==> src/rtl/pc_npc_unit.sv <==
// rtl/pc_npc_unit.sv - SPARC PC/nPC sequencer with delayed transfers, annul and trap entry
//
// Holds the PC/nPC pair. Each advance retires the instruction at pc and moves the
// pair forward. A taken transfer lands in npc, so the following instruction (the
// delay slot) still executes unless annulled. A trap overrides everything and spends
// one cycle in TRAP_ENTRY, with pc/npc frozen, before normal sequencing resumes.
//
// Ports:
//   clk, reset                  clock, asynchronous active-high reset
//   advance                     pipeline step
//   ctrl_xfer, taken, uncond    transfer decode for the instruction at pc
//   annul_bit, target           'a' bit and target address of that transfer
//   trap, trap_vec              trap request and handler address
//   pc, npc                     current / next instruction address
//   annul_slot                  instruction at pc is annulled
//   saved_pc, saved_npc         pc/npc captured at trap entry
//   trap_ack                    one-cycle pulse on trap entry
//   align_err                   sticky misaligned taken target
module pc_npc_unit #(
   parameter logic [31:0] RESET_PC = 32'h0000_0000
) (
   input  logic        clk,
   input  logic        reset,
   input  logic        advance,
   input  logic        ctrl_xfer,
   input  logic        taken,
   input  logic        uncond,
   input  logic        annul_bit,
   input  logic [31:0] target,
   input  logic        trap,
   input  logic [31:0] trap_vec,
   output logic [31:0] pc,
   output logic [31:0] npc,
   output logic        annul_slot,
   output logic [31:0] saved_pc,
   output logic [31:0] saved_npc,
   output logic        trap_ack,
   output logic        align_err
);

   typedef enum logic {
      ST_RUN        = 1'b0,
      ST_TRAP_ENTRY = 1'b1
   } state_t;

   state_t      state_q, state_d;
   logic [31:0] pc_q, pc_d;
   logic [31:0] npc_q, npc_d;
   logic        annul_slot_q, annul_slot_d;
   logic [31:0] saved_pc_q, saved_pc_d;
   logic [31:0] saved_npc_q, saved_npc_d;
   logic        trap_ack_q, trap_ack_d;
   logic        align_err_q, align_err_d;

   // Both increments wrap modulo 2^32 by truncation to 32 bits.
   logic [31:0] npc_plus4;
   logic [31:0] trap_vec_plus4;

   assign npc_plus4      = npc_q + 32'd4;
   assign trap_vec_plus4 = trap_vec + 32'd4;

   always_comb begin
      state_d      = state_q;
      pc_d         = pc_q;
      npc_d        = npc_q;
      annul_slot_d = annul_slot_q;
      saved_pc_d   = saved_pc_q;
      saved_npc_d  = saved_npc_q;
      trap_ack_d   = 1'b0;
      align_err_d  = align_err_q;

      case (state_q)
         ST_RUN: begin
            if (trap) begin
               // Trap wins over a simultaneous advance; the branch update is dropped.
               saved_pc_d   = pc_q;
               saved_npc_d  = npc_q;
               pc_d         = trap_vec;
               npc_d        = trap_vec_plus4;
               annul_slot_d = 1'b0;
               trap_ack_d   = 1'b1;
               state_d      = ST_TRAP_ENTRY;
            end else if (advance) begin
               pc_d = npc_q;
               if (annul_slot_q || !ctrl_xfer) begin
                  // An annulled instruction cannot redirect control.
                  npc_d        = npc_plus4;
                  annul_slot_d = 1'b0;
               end else if (taken) begin
                  npc_d        = {target[31:2], 2'b00};
                  // Only BA,a annuls the slot of a taken transfer.
                  annul_slot_d = annul_bit & uncond;
                  if (target[1:0] != 2'b00) begin
                     align_err_d = 1'b1;
                  end
               end else begin
                  npc_d        = npc_plus4;
                  annul_slot_d = annul_bit;
               end
            end
         end
         ST_TRAP_ENTRY: begin
            state_d = ST_RUN;
         end
         default: begin
            state_d = ST_RUN;
         end
      endcase
   end

   always_ff @(posedge clk or posedge reset) begin
      if (reset) begin
         state_q      <= ST_RUN;
         pc_q         <= RESET_PC;
         npc_q        <= RESET_PC + 32'd4;
         annul_slot_q <= 1'b0;
         saved_pc_q   <= 32'h0000_0000;
         saved_npc_q  <= 32'h0000_0000;
         trap_ack_q   <= 1'b0;
         align_err_q  <= 1'b0;
      end else begin
         state_q      <= state_d;
         pc_q         <= pc_d;
         npc_q        <= npc_d;
         annul_slot_q <= annul_slot_d;
         saved_pc_q   <= saved_pc_d;
         saved_npc_q  <= saved_npc_d;
         trap_ack_q   <= trap_ack_d;
         align_err_q  <= align_err_d;
      end
   end

   assign pc         = pc_q;
   assign npc        = npc_q;
   assign annul_slot = annul_slot_q;
   assign saved_pc   = saved_pc_q;
   assign saved_npc  = saved_npc_q;
   assign trap_ack   = trap_ack_q;
   assign align_err  = align_err_q;

endmodule

==> config.mk <==
export PLATFORM = sky130hd
export DESIGN_NAME = pc_npc_unit
export DESIGN_NICKNAME = d
export VERILOG_FILES = /design/src/rtl/pc_npc_unit.sv
export SDC_FILE = /design/constraint.sdc
export NUM_CORES = 1
export LEC_CHECK = 0
export BUFFER_PORTS_ARGS = -buffer_cell sky130_fd_sc_hd__buf_4
export CORE_MARGIN = 2
export CORE_UTILIZATION = 47
export CTS_CLUSTER_DIAMETER = 40
export DETAILED_ROUTE_END_ITERATION = 12
export MAX_ROUTING_LAYER = met4
export PLACE_DENSITY = 0.77
export SLEW_MARGIN = 20
export SYNTH_ARGS = -nofsm -noshare
export SYNTH_HDL_FRONTEND = slang
export SYNTH_SLANG_ARGS = --single-unit
export TNS_END_PERCENT = 20
==> constraint.sdc <==
create_clock -name clk -period 3.7 [get_ports clk]
set_clock_uncertainty 0.05 [all_clocks]
set_input_delay 0.185 -clock clk [delete_from_list [all_inputs] [get_ports clk]]
set_output_delay 0.185 -clock clk [all_outputs]
set_load 0.05 [all_outputs]
==> impl_metrics.py, run 1 <==
metrics = {
    "run_status": {
        "status": "completed",
    },
    "grt": {
        "grt_pass1_vias": 6285,
        "antenna_found_initial": 0,
        "grt_first_pass_wirelength_um": 33000,
        "grtUsageTotal_pct": 27.0,
        "grt_overflow": 0,
        "grt_max_degree": 73,
    },
    "layout": {
        "final_util_pct": 63.3,
        "syn_to_final_growth_pct": 32.8,
        "nets": 1055,
        "diodes": 0,
        "stdcell_area_um2": 9130,
        "drive_gt1_share_pct": 26.2,
    },
    "synthesis": {
        "syn_area_um2": 6880,
        "ys_seq_elements": 131,
        "synth_nets": 869,
        "ys_top_cells_by_area": "dfrtp_1, nand2_1, mux2i_1, o21ai_0, xor2_1",
        "yosys.area.top_type": "dfrtp_1",
        "synth_ff_type": "dfrtp_1",
        "seq_area_frac_synth_pct": 47.7,
        "yosys_warnings": 0,
        "yosysUniqueCellTypes": 59,
        "async_reset_ff_share_pct": 100,
        "synth.top_cell.area_share_pct": 47.3,
        "synth.top_cells.by_count": "nand2_1, dfrtp_1, o21ai_0",
        "yosysMostFrequentCell": "nand2_1",
        "syn_avg_cell_area_um2": 8.65,
        "synthCells": 795,
        "synth-edff-count": 0,
    },
    "route": {
        "drt-total-wl_um": 20300,
        "route.detailed.drc": 0,
        "ant_nets": 0,
        "via_per_inst": 5.41,
        "first_pass_iters": 5,
        "wire_per_inst_um": 17.3,
        "drtIter0Drc": 469,
        "vias": 6377,
    },
    "floorplan": {
        "start_util_pct": 47.7,
        "core_area_um2": 14400,
        "ios": 203,
        "die_height_um": 125,
        "std_cell_rows": 44,
        "die_x_um": 125,
        "die-area_um2": 15600,
    },
    "worst_setup_path": {
        "r2r-end": "npc[18]",
        "cp_slowest_cell": "nor3_1",
        "worst_r2r_path_depth": 7,
        "crit_required_ns": 3.93,
        "worst-r2r-setup-slack_ns": 1.31,
        "startpoint_type": "primary input",
        "r2r_start": "npc[2]",
        "cp.arrival_ns": 2.83,
        "cp_cell_sequence": "dlygate4sd3_1, buf_4, ha_1, nand4_1, nor3_1, nand3_1, xnor2_1, a222oi_1, o21ai_0",
        "worstPathMaxFanout": 5,
        "crit_path_end_kind": "register",
        "crit_type": "primary input to register",
        "cp_slowest_stage_delay_ns": 0.71,
    },
    "clock_network": {
        "cts_num_sinks": 131,
        "cts_root_buf": "clkbuf_16",
        "cts_tree": "yes",
        "cts_buffers": 17,
        "clockBufferDepth": 2,
        "path_clk_slew_ns": 0.06,
        "clk_latency_ns": 0.43,
        "htreeDepth": 4,
    },
    "timing": {
        "hold_viol_final": 0,
        "worst_pin_slew_ns": 0.978,
        "period_share_pct": 70.4,
        "setup_viol": 0,
        "maxSlewViolCount": 0,
        "fin_tns_setup_ns": 0,
        "rsz0062_at_grt": "false",
        "timing.hold.ws_ns": 0.0128,
        "finalCriticalPeriod_ns": 2.60,
        "fmax_ghz": 0.384,
        "relSlewSlack_pct": 34.7,
    },
    "place": {
        "numPortBuffers": 202,
        "hpwl_um": 14100,
        "place.gp.congestion": 0.895,
        "postPlaceCellArea_um2": 8420,
    },
    "power_and_ir_drop": {
        "p_per_area_nw_per_um2": 636,
        "ir_drop_mv": 0.365,
        "p_leak_nw": 4.48,
        "power_w": 0.00581,
    },
    "min_path": {
        "hold_end": "npc[14]",
        "hp-class": "primary input to register",
        "min_from": "target[14]",
        "worstHoldPathCells": 3,
    },
    "job": {
        "drv_cap": 0,
    },
}
## kinds of logic after synthesis
kind of cell / count (synthesis) / share of synthesized area (%)
AND/OR/NAND/NOR: 393 / 24.8
AO/OA/AOI/OAI: 132 / 11.7
flip-flops: 131 / 47.7
buffers and inverters: 60 / 5.04
XOR/XNOR: 42 / 5.35
multiplexers: 35 / 5.09
adder cells (fa/ha/maj): 2 / 0.364
## area by class of cell
| class | instances | area (µm²) |
|---|---|---|
| Fill cell | 1259 | 5290 |
| Inverter | 5 | 22.5 |
| Timing Repair Buffer | 222 | 1720 |
| Tap cell | 184 | 230 |
| Clock buffer | 18 | 439 |
| Clock inverter | 14 | 179 |
| Multi-Input combinational cell | 604 | 3270 |
| Sequential cell | 131 | 3280 |
## stage by stage
| step | worst slack, ns | instances |
|---|---|---|
| 6_report | 1.10 | 1178 |
| 5_1_grt | 1.02 | 1178 |
| 4_1_cts | 1.16 | 1178 |
| 3_5_place_dp | 1.21 | 1136 |
| 3_3_place_gp | 1.27 | 1136 |
| 2_1_floorplan | 1.32 | 795 |
## power breakdown
group / internal, W / total (W) / switching, W
Sequential: 0.00170 / 0.00200 / 0.000299
Combinational: 0.000616 / 0.00206 / 0.00144
Clock: 0.00108 / 0.00175 / 0.000668
## what timing repair did
action                                 CTS  global route
hold buffers                            10             0
buffers inserted                         0             0
endpoints found under the hold margin   49             0
resized for setup                        0             0
## layer usage
layer  vias to the layer above  GRT usage (%)  wire [µm]
met5                         -              -          0
met4                         0           9.02        420
met3                        35           4.49       1260
met2                       237           42.5       9660
met1                      3019           36.0       8990
li1                       3086              -          -
## worst max-delay path by stage
stage                startpoint  endpoint  slack, ns  cells after the start
detailed placement         trap   npc[24]       1.21                      6
finish              trap_vec[2]   npc[24]       1.10                      9
global placement           trap   npc[25]       1.27                      6
floorplan                npc[2]   npc[18]       1.32                      7
global route        trap_vec[2]   npc[24]       1.02                      9
CTS                 trap_vec[2]   npc[24]       1.16                      9
## state kept, by name (all words and copies together) (netlist names)
signal,cells
align_err,1
saved_npc,32
state_q,1
npc,32
saved_pc,32
pc,32
annul_slot,1
## placed cells by master, fill, tap and decap left out, drive strengths merged, types with 3 or more instances in the layout
cell type / n
a211oi: 9
a21oi: 20
a222oi: 4
a22oi: 6
a31oi: 3
and3: 10
and4: 6
buf: 212
bufinv: 3
clkbuf: 18
clkinv: 6
clkinvlp: 4
dfrtp: 130
dlygate4sd3: 10
inv: 6
mux2i: 35
nand2: 269
nand3: 23
nand4: 19
nor2: 39
nor3: 10
nor4: 5
o211ai: 3
o21ai: 65
or2: 4
xnor2: 20
xor2: 22
## worst max-delay path, delay by kind of cell
family,cells,cell delay [ns]
adders and majority gates,1,0.21
and+or+nand+nor,3,1.14
buffers and inverters,2,0.67
xor gates and xnor gates,1,0.16
AOI/OAI and AO/OA,2,0.46
Note: power is estimated with default switching activity, not from simulation.
==> inputs of run 2 (changes only) <==
==> constraint.sdc (replaced) <==
create_clock -name clk -period 2.2 [get_ports clk]
set_clock_uncertainty 0.05 [all_clocks]
set_input_delay 0.11 -clock clk [delete_from_list [all_inputs] [get_ports clk]]
set_output_delay 0.11 -clock clk [all_outputs]
set_load 0.05 [all_outputs]
==> run 2 against run 1 <==
Clock-buffer cell count rose by 5. Global-route usage rose by 0.71 points. Largest power group unchanged. First-iteration DRC count rose by 0.21%. Cell count rose by 5.5%. Final area rose by 6.3%.
==> impl_metrics.py, run 2 (synthesis gave the netlist of run 1 again) <==
metrics = {
    "run_status": {
        "status": "completed",
    },
    "floorplan": {
        "die_height_um": 125,
        "start_util_pct": 47.7,
        "die-area_um2": 15600,
        "std_cell_rows": 44,
        "die_x_um": 125,
        "core_area_um2": 14400,
        "ios": 203,
    },
    "worst_setup_path": {
        "worst_r2r_path_depth": 7,
        "worst-r2r-setup-slack_ns": 0.05,
        "worstPathMaxFanout": 3,
        "startpoint_type": "register",
        "crit_required_ns": 2.49,
        "cp_slowest_cell": "dfstp_2",
        "r2r-end": "npc[18]",
        "crit_type": "register to register",
        "cp.arrival_ns": 2.45,
        "crit_path_end_kind": "register",
        "cp_slowest_stage_delay_ns": 0.53,
        "r2r_start": "npc[2]",
        "cp_cell_sequence": "ha_2, nand4_1, or4_4, or3_1, a31oi_1, mux2i_1, o21ai_1",
    },
    "place": {
        "place.gp.congestion": 0.897,
        "hpwl_um": 14200,
        "numPortBuffers": 202,
    },
    "route": {
        "via_per_inst": 5.47,
        "wl_met3_um": 1430,
        "routed-wl-met2_um": 9900,
        "wl_met1_um": 9090,
        "top_layer": "met4",
        "ant_nets": 0,
        "wire_per_inst_um": 16.9,
        "vias": 6804,
        "drtIter0Drc": 470,
        "drt-total-wl_um": 21000,
        "first_pass_iters": 5,
        "route.detailed.drc": 0,
    },
    "layout": {
        "layout_commonest_cell": "nand2_1",
        "seq_area_um2": 3280,
        "num-fill-cells": 1142,
        "diodes": 0,
        "final_cell_mix": "nand2_1, buf_4, dfrtp_1",
        "multi_input_area_um2": 3280,
        "nets": 1120,
        "syn_to_final_growth_pct": 41.1,
        "drive_gt1_share_pct": 27.5,
    },
    "clock_network": {
        "htreeDepth": 4,
        "cts_num_sinks": 131,
        "cts_tree": "yes",
        "clk_latency_ns": 0.42,
        "path_clk_slew_ns": 0.06,
        "postCtsSetupRepairBufs": 0,
        "cts_root_buf": "clkbuf_16",
        "cts_buffers": 17,
        "clockBufferDepth": 2,
    },
    "power_and_ir_drop": {
        "p_per_area_nw_per_um2": 1020,
        "ir_drop_mv": 0.539,
        "p_leak_nw": 4.77,
    },
    "min_path": {
        "hold_end": "pc[6]",
        "hp-class": "primary input to register",
        "min_from": "trap_vec[6]",
        "worstHoldPathCells": 3,
    },
    "timing": {
        "timing.hold.ws_ns": 0.00322,
        "period_share_pct": 97.9,
        "worst_pin_slew_ns": 0.789,
        "fin_tns_setup_ns": 0,
        "finalCriticalPeriod_ns": 2.15,
        "fmax_ghz": 0.465,
        "setup_viol": 0,
        "maxSlewViolCount": 0,
        "rsz0062_at_grt": "true",
        "relSlewSlack_pct": 47.4,
        "hold_viol_final": 0,
    },
    "grt": {
        "grt_max_degree": 132,
        "grt_pass1_vias": 6618,
        "grt_first_pass_wirelength_um": 33900,
        "grt_overflow": 0,
        "grtUsageTotal_pct": 27.7,
        "antenna_found_initial": 0,
    },
    "job": {
        "drv_cap": 0,
    },
}
-- run 2: changes by cell type in the layout (fill, tap and decap cells not counted), moves of 2 or more --
cell / delta
inv_6: -2
clkbuf_1: +3
clkinv_2: +3
clkinvlp_4: -3
buf_4: +29
dlygate4sd3_1: +36
clkinv_4: -3
clkbuf_8: +2
-- run 2: how the worst max path moves through the flow --
stage	from	to	slack, ns	cells after the start
5_1_grt	npc[2]	npc[20]	-0.04	7
4_1_cts	npc[2]	npc[28]	0.04	8
2_1_floorplan	npc[2]	npc[18]	-0.18	7
6_report	npc[2]	npc[18]	0.05	7
3_5_place_dp	npc[2]	npc[28]	0.04	8
3_3_place_gp	npc[2]	npc[18]	0.08	7
-- run 2: metrics by stage --
stage | setup slack [ns] | std cells | util (%) | power, W | cell area [µm²]
final | 0.0472 | 1243 | 67.3 | 0.00991 | 9710
after global routing | -0.0395 | 1243 | 67.3 | 0.0103 | 9710
after CTS | 0.0354 | 1243 | 67.2 | 0.00993 | 9690
after detailed placement | 0.0400 | 1165 | 59.8 | 0.00695 | 8620
after global placement | 0.0803 | 1165 | 59.8 | 0.00690 | 8620
after floorplan | -0.180 | 795 | - | 0.00572 | 6880
-- run 2: metal layers --
layer | global-route usage, % | up-vias
li1 | - | 3215
met1 | 36.5 | 3249
met2 | 43.1 | 296
met3 | 5.18 | 44
met4 | 10.4 | 0
met5 | - | -
-- run 2: what timing repair did --
action                                  in CTS  in global routing
hold endpoints to repair                   178                  0
endpoints found under the setup margin       0                 11
resized for setup                            0                  7
hold buffers                                46                  0
-- run 2: power breakdown --
group	internal, W	switching [W]	total, W
registers	0.00287	0.000394	0.00326
logic	0.00117	0.00258	0.00374
clock network	0.00187	0.00104	0.00290
total	0.00590	0.00401	0.00991
-- run 2: cell type report --
class / count / share of cell area (%)
clock buffer: 23 / 4.92
tap: 184 / 2.37
inverter: 5 / 0.232
clock inverter: 9 / 1.31
timing repair buffer: 287 / 23.5
sequential: 131 / 33.8
multi-input combinational: 604 / 33.8
-- run 2: worst max-delay path: cells and delay by family, from the launching register on --
family / cells / cell delay (ns)
simple gates: 3 / 0.96
mux: 1 / 0.08
compound gates: 2 / 0.29
fa+ha+maj: 1 / 0.17
flops: 1 / 0.53
